--- config.mk ---
export PLATFORM = sky130hd
export DESIGN_NAME = video_squ_sync_sep
export DESIGN_NICKNAME = d
export VERILOG_FILES = /design/src/rtl/video_squ_sync_sep.sv
export SDC_FILE = /design/constraint.sdc
export NUM_CORES = 1
export LEC_CHECK = 0
export ABC_AREA = 1
export CAP_MARGIN = 20
export CORE_AREA = 3 3 78 80
export DETAILED_ROUTE_END_ITERATION = 10
export DIE_AREA = 0 0 81 83
export PLACE_DENSITY = 0.68
export SLEW_MARGIN = 30
export SYNTH_ARGS = -nofsm -noshare
export SYNTH_HDL_FRONTEND = slang
export SYNTH_SLANG_ARGS = --single-unit
--- constraint.sdc ---
create_clock -name CK_i -period 1.68 [get_ports CK_i]
set_input_delay 0.504 -clock CK_i [delete_from_list [all_inputs] [get_ports CK_i]]
set_output_delay 0.504 -clock CK_i [all_outputs]
set_load 0.01 [all_outputs]
--- src/rtl/video_squ_sync_sep.sv ---
// video_squ_sync_sep: composite-sync separator recovering H/V/frame counters, blanking and lock flags
module video_squ_sync_sep #(
  parameter int C_H_PX_N       = 780,
  parameter int C_V_LINE_N     = 263,
  parameter int C_H_ACT_PX_N   = 640,
  parameter int C_V_ACT_LINE_N = 240,
  parameter int C_H_SYNC_POS   = 659,
  parameter int C_V_LOAD       = 243,
  parameter int C_LONG_TH      = 200,
  parameter int C_LOCK_N       = 4
) (
  input  logic       CK_i,
  input  logic       XRST_i,
  input  logic       CK_EE_i,
  input  logic       XSYNC_i,
  output logic [9:0] HCTRs_o,
  output logic [8:0] VCTRs_o,
  output logic       FCTR_o,
  output logic       XBLK_o,
  output logic       H_LOCK_o,
  output logic       V_LOCK_o
);
  localparam int LW = $clog2(C_LOCK_N + 1);
  localparam logic [9:0] H_LAST = 10'(C_H_PX_N - 1);
  localparam logic [9:0] H_SYNC = 10'(C_H_SYNC_POS);
  localparam logic [9:0] H_PRE  = 10'(C_H_SYNC_POS - 1);
  localparam logic [9:0] H_ACT  = 10'(C_H_ACT_PX_N);
  localparam logic [8:0] V_LAST = 9'(C_V_LINE_N - 1);
  localparam logic [8:0] V_LD   = 9'(C_V_LOAD);
  localparam logic [8:0] V_ACT  = 9'(C_V_ACT_LINE_N);
  localparam logic [8:0] W_TH   = 9'(C_LONG_TH);
  localparam logic [LW-1:0] L_N = LW'(C_LOCK_N);
  logic          s1_q, s2_q;
  logic [8:0]    wid_q, wid_d;
  logic [9:0]    hctr_q, hctr_d;
  logic [8:0]    vctr_q, vctr_d;
  logic [LW-1:0] hcnt_q, hcnt_d, vcnt_q, vcnt_d;
  logic          fctr_q, fctr_d, xblk_q, xblk_d, hlock_q, hlock_d, vlock_q, vlock_d, lp_q, lp_d;
  logic          fall, rise, lng, h_pre, h_wrap, v_load, v_wrap;
  always_comb begin
    fall    = s2_q & ~s1_q;
    rise    = ~s2_q & s1_q;
    lng     = wid_q >= W_TH;
    h_pre   = hctr_q == H_PRE;
    h_wrap  = ~fall & (hctr_q == H_LAST);
    // only the first long pulse of a V interval re-aligns VCTR
    v_load  = rise & lng & ~lp_q;
    v_wrap  = h_wrap & (vctr_q == V_LAST) & ~v_load;
    wid_d   = fall ? '0 : (~s1_q & ~&wid_q) ? wid_q + 9'd1 : wid_q;
    hctr_d  = fall ? H_SYNC : h_wrap ? '0 : hctr_q + 10'd1;
    hcnt_d  = (fall & h_pre) ? ((hcnt_q == L_N) ? hcnt_q : hcnt_q + LW'(1)) : (fall | h_pre) ? '0 : hcnt_q;
    hlock_d = hcnt_d == L_N;
    vctr_d  = v_load ? V_LD : v_wrap ? '0 : h_wrap ? vctr_q + 9'd1 : vctr_q;
    vcnt_d  = v_load ? ((vctr_q == V_LD) ? ((vcnt_q == L_N) ? vcnt_q : vcnt_q + LW'(1)) : '0) : vcnt_q;
    vlock_d = hlock_d & (vcnt_d == L_N);
    fctr_d  = fctr_q ^ v_wrap;
    lp_d    = rise ? lng : lp_q;
    xblk_d  = hlock_q & vlock_q & (hctr_q < H_ACT) & (vctr_q < V_ACT);
  end
  always_ff @(posedge CK_i) begin
    if (!XRST_i) begin
      s1_q    <= 1'b1;
      s2_q    <= 1'b1;
      wid_q   <= '0;
      hctr_q  <= '0;
      vctr_q  <= '0;
      hcnt_q  <= '0;
      vcnt_q  <= '0;
      fctr_q  <= 1'b0;
      xblk_q  <= 1'b0;
      hlock_q <= 1'b0;
      vlock_q <= 1'b0;
      lp_q    <= 1'b0;
    end else if (CK_EE_i) begin
      s1_q    <= XSYNC_i;
      s2_q    <= s1_q;
      wid_q   <= wid_d;
      hctr_q  <= hctr_d;
      vctr_q  <= vctr_d;
      hcnt_q  <= hcnt_d;
      vcnt_q  <= vcnt_d;
      fctr_q  <= fctr_d;
      xblk_q  <= xblk_d;
      hlock_q <= hlock_d;
      vlock_q <= vlock_d;
      lp_q    <= lp_d;
    end
  end
  assign HCTRs_o  = hctr_q;
  assign VCTRs_o  = vctr_q;
  assign FCTR_o   = fctr_q;
  assign XBLK_o   = xblk_q;
  assign H_LOCK_o = hlock_q;
  assign V_LOCK_o = vlock_q;
endmodule

Word level (Yosys, flattened, before mapping)
Cells that the tools add are included.

Bits in registers: 41. Input port bits: 4.

Add/subtract/negate cells: 5. Order comparisons: 3. Eq/ne operators: 8. Multiplexer cells: 13. Bitwise logic cells: 20. Reduce and logical (&&, ||, !) cells: 7.

Operators by type and width (number): two-way mux 9 bit (5); == test 10 bit (second input constant) (2); two-way mux 10 bit (2); adder 9 x 1 -> 9 bit (second input constant) (2); two-way mux 3 bit (6); AND 1 bit (13); == test 3 bit (second input constant) (4); adder 10 x 1 -> 10 bit (second input constant) (1); less-than comparator 10 bit (second input constant) (1); == test 9 x 8 -> 1 bit (second input constant) (1); == test 9 bit (second input constant) (1); greater-or-equal comparator 9 x 8 -> 1 bit (second input constant) (1); less-than comparator 9 x 8 -> 1 bit (second input constant) (1); AND reduction 9 bit (1); adder 3 x 1 -> 3 bit (second input constant) (2); AND reduction 2 bit (3); NOT 1 bit (5); nonzero test 3 bit (1); nonzero test 2 bit (1); zero test 1 bit (1); OR 1 bit (1); bitwise XOR 1 bit (1).

Logic depth before layout (Yosys ltp)
Word-level depth: 8. Gate-level depth with buffers: 12. Mapped depth without buffers: 12.

Worst setup path after synthesis
No wires, ideal clock.

Path kind: reg2reg. From: register wid_q[0]. To: register wid_q[7]. Library setup time: 0.122 ns. Arrival time: 1.540 ns. Required time: 1.558 ns. Slack: 0.018 ns. Cell stages (with the launch flop): 12. Path buffers: 0. Period minus slack after synthesis: 1.662 ns. Cell sequence: dfxtp_1 -> ha_1 -> nand3_1 -> nor3_1 -> ha_1 -> nand2_1 -> nand3_2 -> nor2_1 -> inv_1 -> nor3_4 -> a21oi_1 -> a21boi_0.

Cells in the longest elaborated chain, start to end: 5. Elaborated cells on any way between the ends: 8.

Ends and longest elaborated chain: from (decl) (line 34) `logic [8:0] wid_q, wid_d;`; from (signal assigned) (line 77) `wid_q <= wid_d;`; parallel branches: the longest is 5 deep, another holds adder 9 x 1 -> 9 bit.

Parallel ways; which one is timed is not known. The select of a mux whose other input is x is not followed. A chain may end at the register's enable or synchronous reset.

Worst setup path in the final report
From: register wid_q[1]. To: register wid_q[7].

Same word-level chain as after synthesis.

==> summary.txt <==
Floorplanning
  – Die W: 81 um
  – Core area: 5470 um^2
  – Die ar.: slightly below 7000 um^2
  – Ports: 27
  – Cell row count: 27
  – Die Ht: about 83 um
  – Starting Density: 43.9%

Power and ir drop
  – Power Total: 1.95 mW
  – Net switching power: around 0.54 mW
  – Power density cells: 619 nW/um^2
  – Register share of total power: a little over half
  – Max VDD drop: 430 uV
  – Leak pwr: 1.44 nW
  – Sw frac: 27.8%
  – Comb pwr share: 13.8%
  – Clock network fraction of total power: 32.7%
  – Pint: 1.41 mW

Drt
  – DR iter-0 viols: 204
  – Residual DRC count: 0
  – Post-DRT Antenna Nets: 0
  – DR WL/cell: 12.5 um
  – Vias: 2419
  – Final wirelength: between 5 and 6 mm
  – Avg Vias per Cell: 5.08
  – First-pass DRT Iterations: 5

Timing
  – Final period util: 98.0%
  – Worst-Margin Slew: between 0.3 and 0.4 ns
  – Post-Route Skew: ~0.0057 ns
  – # setup viols final: 0
  – Worst setup margin: ~0.034 ns
  – Fmax: 0.607 GHz
  – Slew margin rel.: 73.6%
  – Hold Vio Cnt, Final: 0
  – Unrepaired setup endpoints after global routing: true
  – Hold Slack: roughly 0.46 ns
  – Pins Over Slew Limit: 0
  – Clock period minus final worst setup slack: between 1.5 and 2 ns

Setup path
  – FF-to-FF End: wid_q[7]
  – CP Capture Point: wid_q[7]
  – Worst setup EP type: register
  – Crit path DAT: ~1.8 ns
  – WP data required: 1.88 ns
  – CP Max Fanout: 3
  – Critical path startpoint category: register
  – Setup crit start: wid_q[1]
  – R2r startpoint: wid_q[1]
  – R2R depth: 11
  – R2r setup slk: 0.03 ns
  – Critical path class: reg -> reg

GRT
  – Total track usage: 18.7%
  – Total gr overflow: 0
  – Vias in the first global route: 2243
  – Initial antenna violation count: 0
  – Largest net degree at the start of global routing: 22
  – First-pass GRT wire length: between 10 and 15 mm

CTS
  – Clock sinks: 41
  – Worst-path clk slew: 0.08 ns
  – CTS Hold Bufs: 0
  – Cts bufs inserted: 5
  – Clk root buf: clkbuf_8
  – Worst skew pair latency: 0.30 ns
  – H-tree level count: 2
  – CTS tree: done
  – Bufs on Longest Clock Path: 2

Synth
  – Yosys cell types: 36
  – #FFs+latches synth: 41
  – Syn_nets: around 360
  – Post-Syn Instances: 344
  – Cell area after synthesis: ~2400 um^2
  – Sequential share of the synthesized area: between 30% and 40%
  – Avg Cell Area, Syn: 6.98 um^2
  – Yosys Warn Count: 0

Finish
  – Area growth syn-to-layout: 31.1%
  – Layout Nets: 418
  – Share of post-route cells with drive strength above 1: 23.3%
  – Inserted Diodes: 0

Worst hold path
  – Hold crit path type: reg -> reg

Placement
  – IO Port Bufs: 26
  – Pre-CTS WS: -0.286 ns
  – GPL Wtd Cong: ~0.88
  – DP HPWL: 4.42 mm

Status
  – Status: finished, final reports clean

Job
  – Max-Cap Viols: 0
==> critical path, stage by stage (launching register included) <==
cell and delay (ns):
dfxtp_2 0.34, ha_4 0.16, nand3_2 0.08, nor3_2 0.04
ha_2 0.17, nand2_2 0.08, nand3_4 0.09, nor2_4 0.12
inv_2 0.07, nor3_4 0.18, a21oi_1 0.09, a21boi_1 0.13
==> worst min path at each step <==
stage          cells after the start      from  slack (ns)  endpoint
6_report                           2  wid_q[7]        0.46  wid_q[7]
2_1_floorplan                      2  wid_q[7]        0.44  wid_q[7]
5_1_grt                            2  wid_q[7]        0.49  wid_q[7]
3_3_place_gp                       2  wid_q[7]        0.45  wid_q[7]
4_1_cts                            2  wid_q[7]        0.46  wid_q[7]
3_5_place_dp                       2  wid_q[7]        0.46  wid_q[7]
==> placed cells by master (no fill, tap or decap), types with 8 or more instances in the layout <==
master         count
ha_1               9
inv_1             45
buf_4             31
dfxtp_2           18
a21oi_1           23
nor2_1            40
dlygate4sd2_1     23
o21ai_0           16
nand2_1           62
dfxtp_1           22
xor2_1             8
nand3_1           27
==> metal layers <==
| layer | part of all wire [%] | vias up | wire, um | global-route usage (%) |
|---|---|---|---|---|
| li1 | - | 1240 | - | - |
| met1 | 44 | 1117 | 2620 | 24.8 |
| met2 | 50 | 56 | 2990 | 30.2 |
| met3 | 4.7 | 6 | 278 | 4.56 |
| met4 | 1.4 | 0 | 81 | 4.61 |
| met5 | 0 | - | 0 | 0 |
==> flip-flops by register name (all words and copies together), names as in the netlist, 3 cells and up <==
| signal | cells |
|---|---|
| vcnt_q | 3 |
| hcnt_q | 3 |
| HCTRs_o | 10 |
| VCTRs_o | 9 |
| wid_q | 9 |
==> cell families after synthesis <==
group / after synthesis / share of synthesized area [%]
AND/OR/NAND/NOR: 167 / 33.3
AO/OA/AOI/OAI: 59 / 14.3
XOR/XNOR: 8 / 2.92
adder cells (fa/ha/maj): 11 / 5.74
flip-flops: 41 / 34.2
buffers and inverters: 58 / 9.54
==> power by group through the flow <==
stage | Sequential [mW] | Clock [mW] | Combinational [mW]
6_report | 1.04 | 0.637 | 0.270
5_1_grt | 1.05 | 0.700 | 0.306
4_1_cts | 1.04 | 0.650 | 0.258
3_5_place_dp | 1.06 | 0 | 0.265
3_3_place_gp | 1.06 | 0 | 0.260
2_1_floorplan | 1.06 | 0 | 0.158
==> layout make-up <==
cell class,instances,area (um^2)
flip-flops and latches,41,847
clock inverters,2,10.0
fillers,505,2330
inverters,51,191
repair buffers,59,489
well taps,72,90.1
multi-input cells,245,1450
clock buffers,6,72.6
==> Yosys cell counts, drive strengths merged <==
cell type | number | area [um^2]
inv | 51 | 191
a21o | 1 | 7.51
nand3b | 1 | 7.51
a21oi | 24 | 131
buf | 5 | 30.0
or2 | 1 | 6.26
nand2 | 65 | 251
a31oi | 3 | 18.8
o21ai | 20 | 100
clkbuf | 2 | 7.51
nor3 | 10 | 77.6
nand3 | 33 | 193
nor2 | 49 | 211
dfxtp | 41 | 821
nand4 | 6 | 37.5
a2111o | 1 | 11.3
and3 | 1 | 6.26
a21boi | 2 | 15.0
nor3b | 1 | 7.51
ha | 11 | 138
xor2 | 8 | 70.1
o211ai | 4 | 30.0
a211oi | 4 | 30.0
==> through the flow <==
stage | TNS (ns) | instances | cell area, um^2 | utilization (%)
2_1_floorplan | 0 | 344 | 2400 | -
4_1_cts | 0 | 474 | 3060 | 55.8
3_3_place_gp | -6.11 | 466 | 2950 | 53.8
3_5_place_dp | -6.43 | 466 | 2950 | 53.8
6_report | 0 | 476 | 3150 | 57.5
5_1_grt | -0.146 | 476 | 3150 | 57.5
==> repair_timing <==
action                                  in CTS  in global routing
endpoints found under the setup margin      32                 23
pin swaps                                    5                  3
endpoints found under the hold margin        0                  0
resized for setup                           50                 22
gates cloned                                 0                  0
buffers inserted                             0                  2
Note: power is estimated with default switching activity, not from simulation.
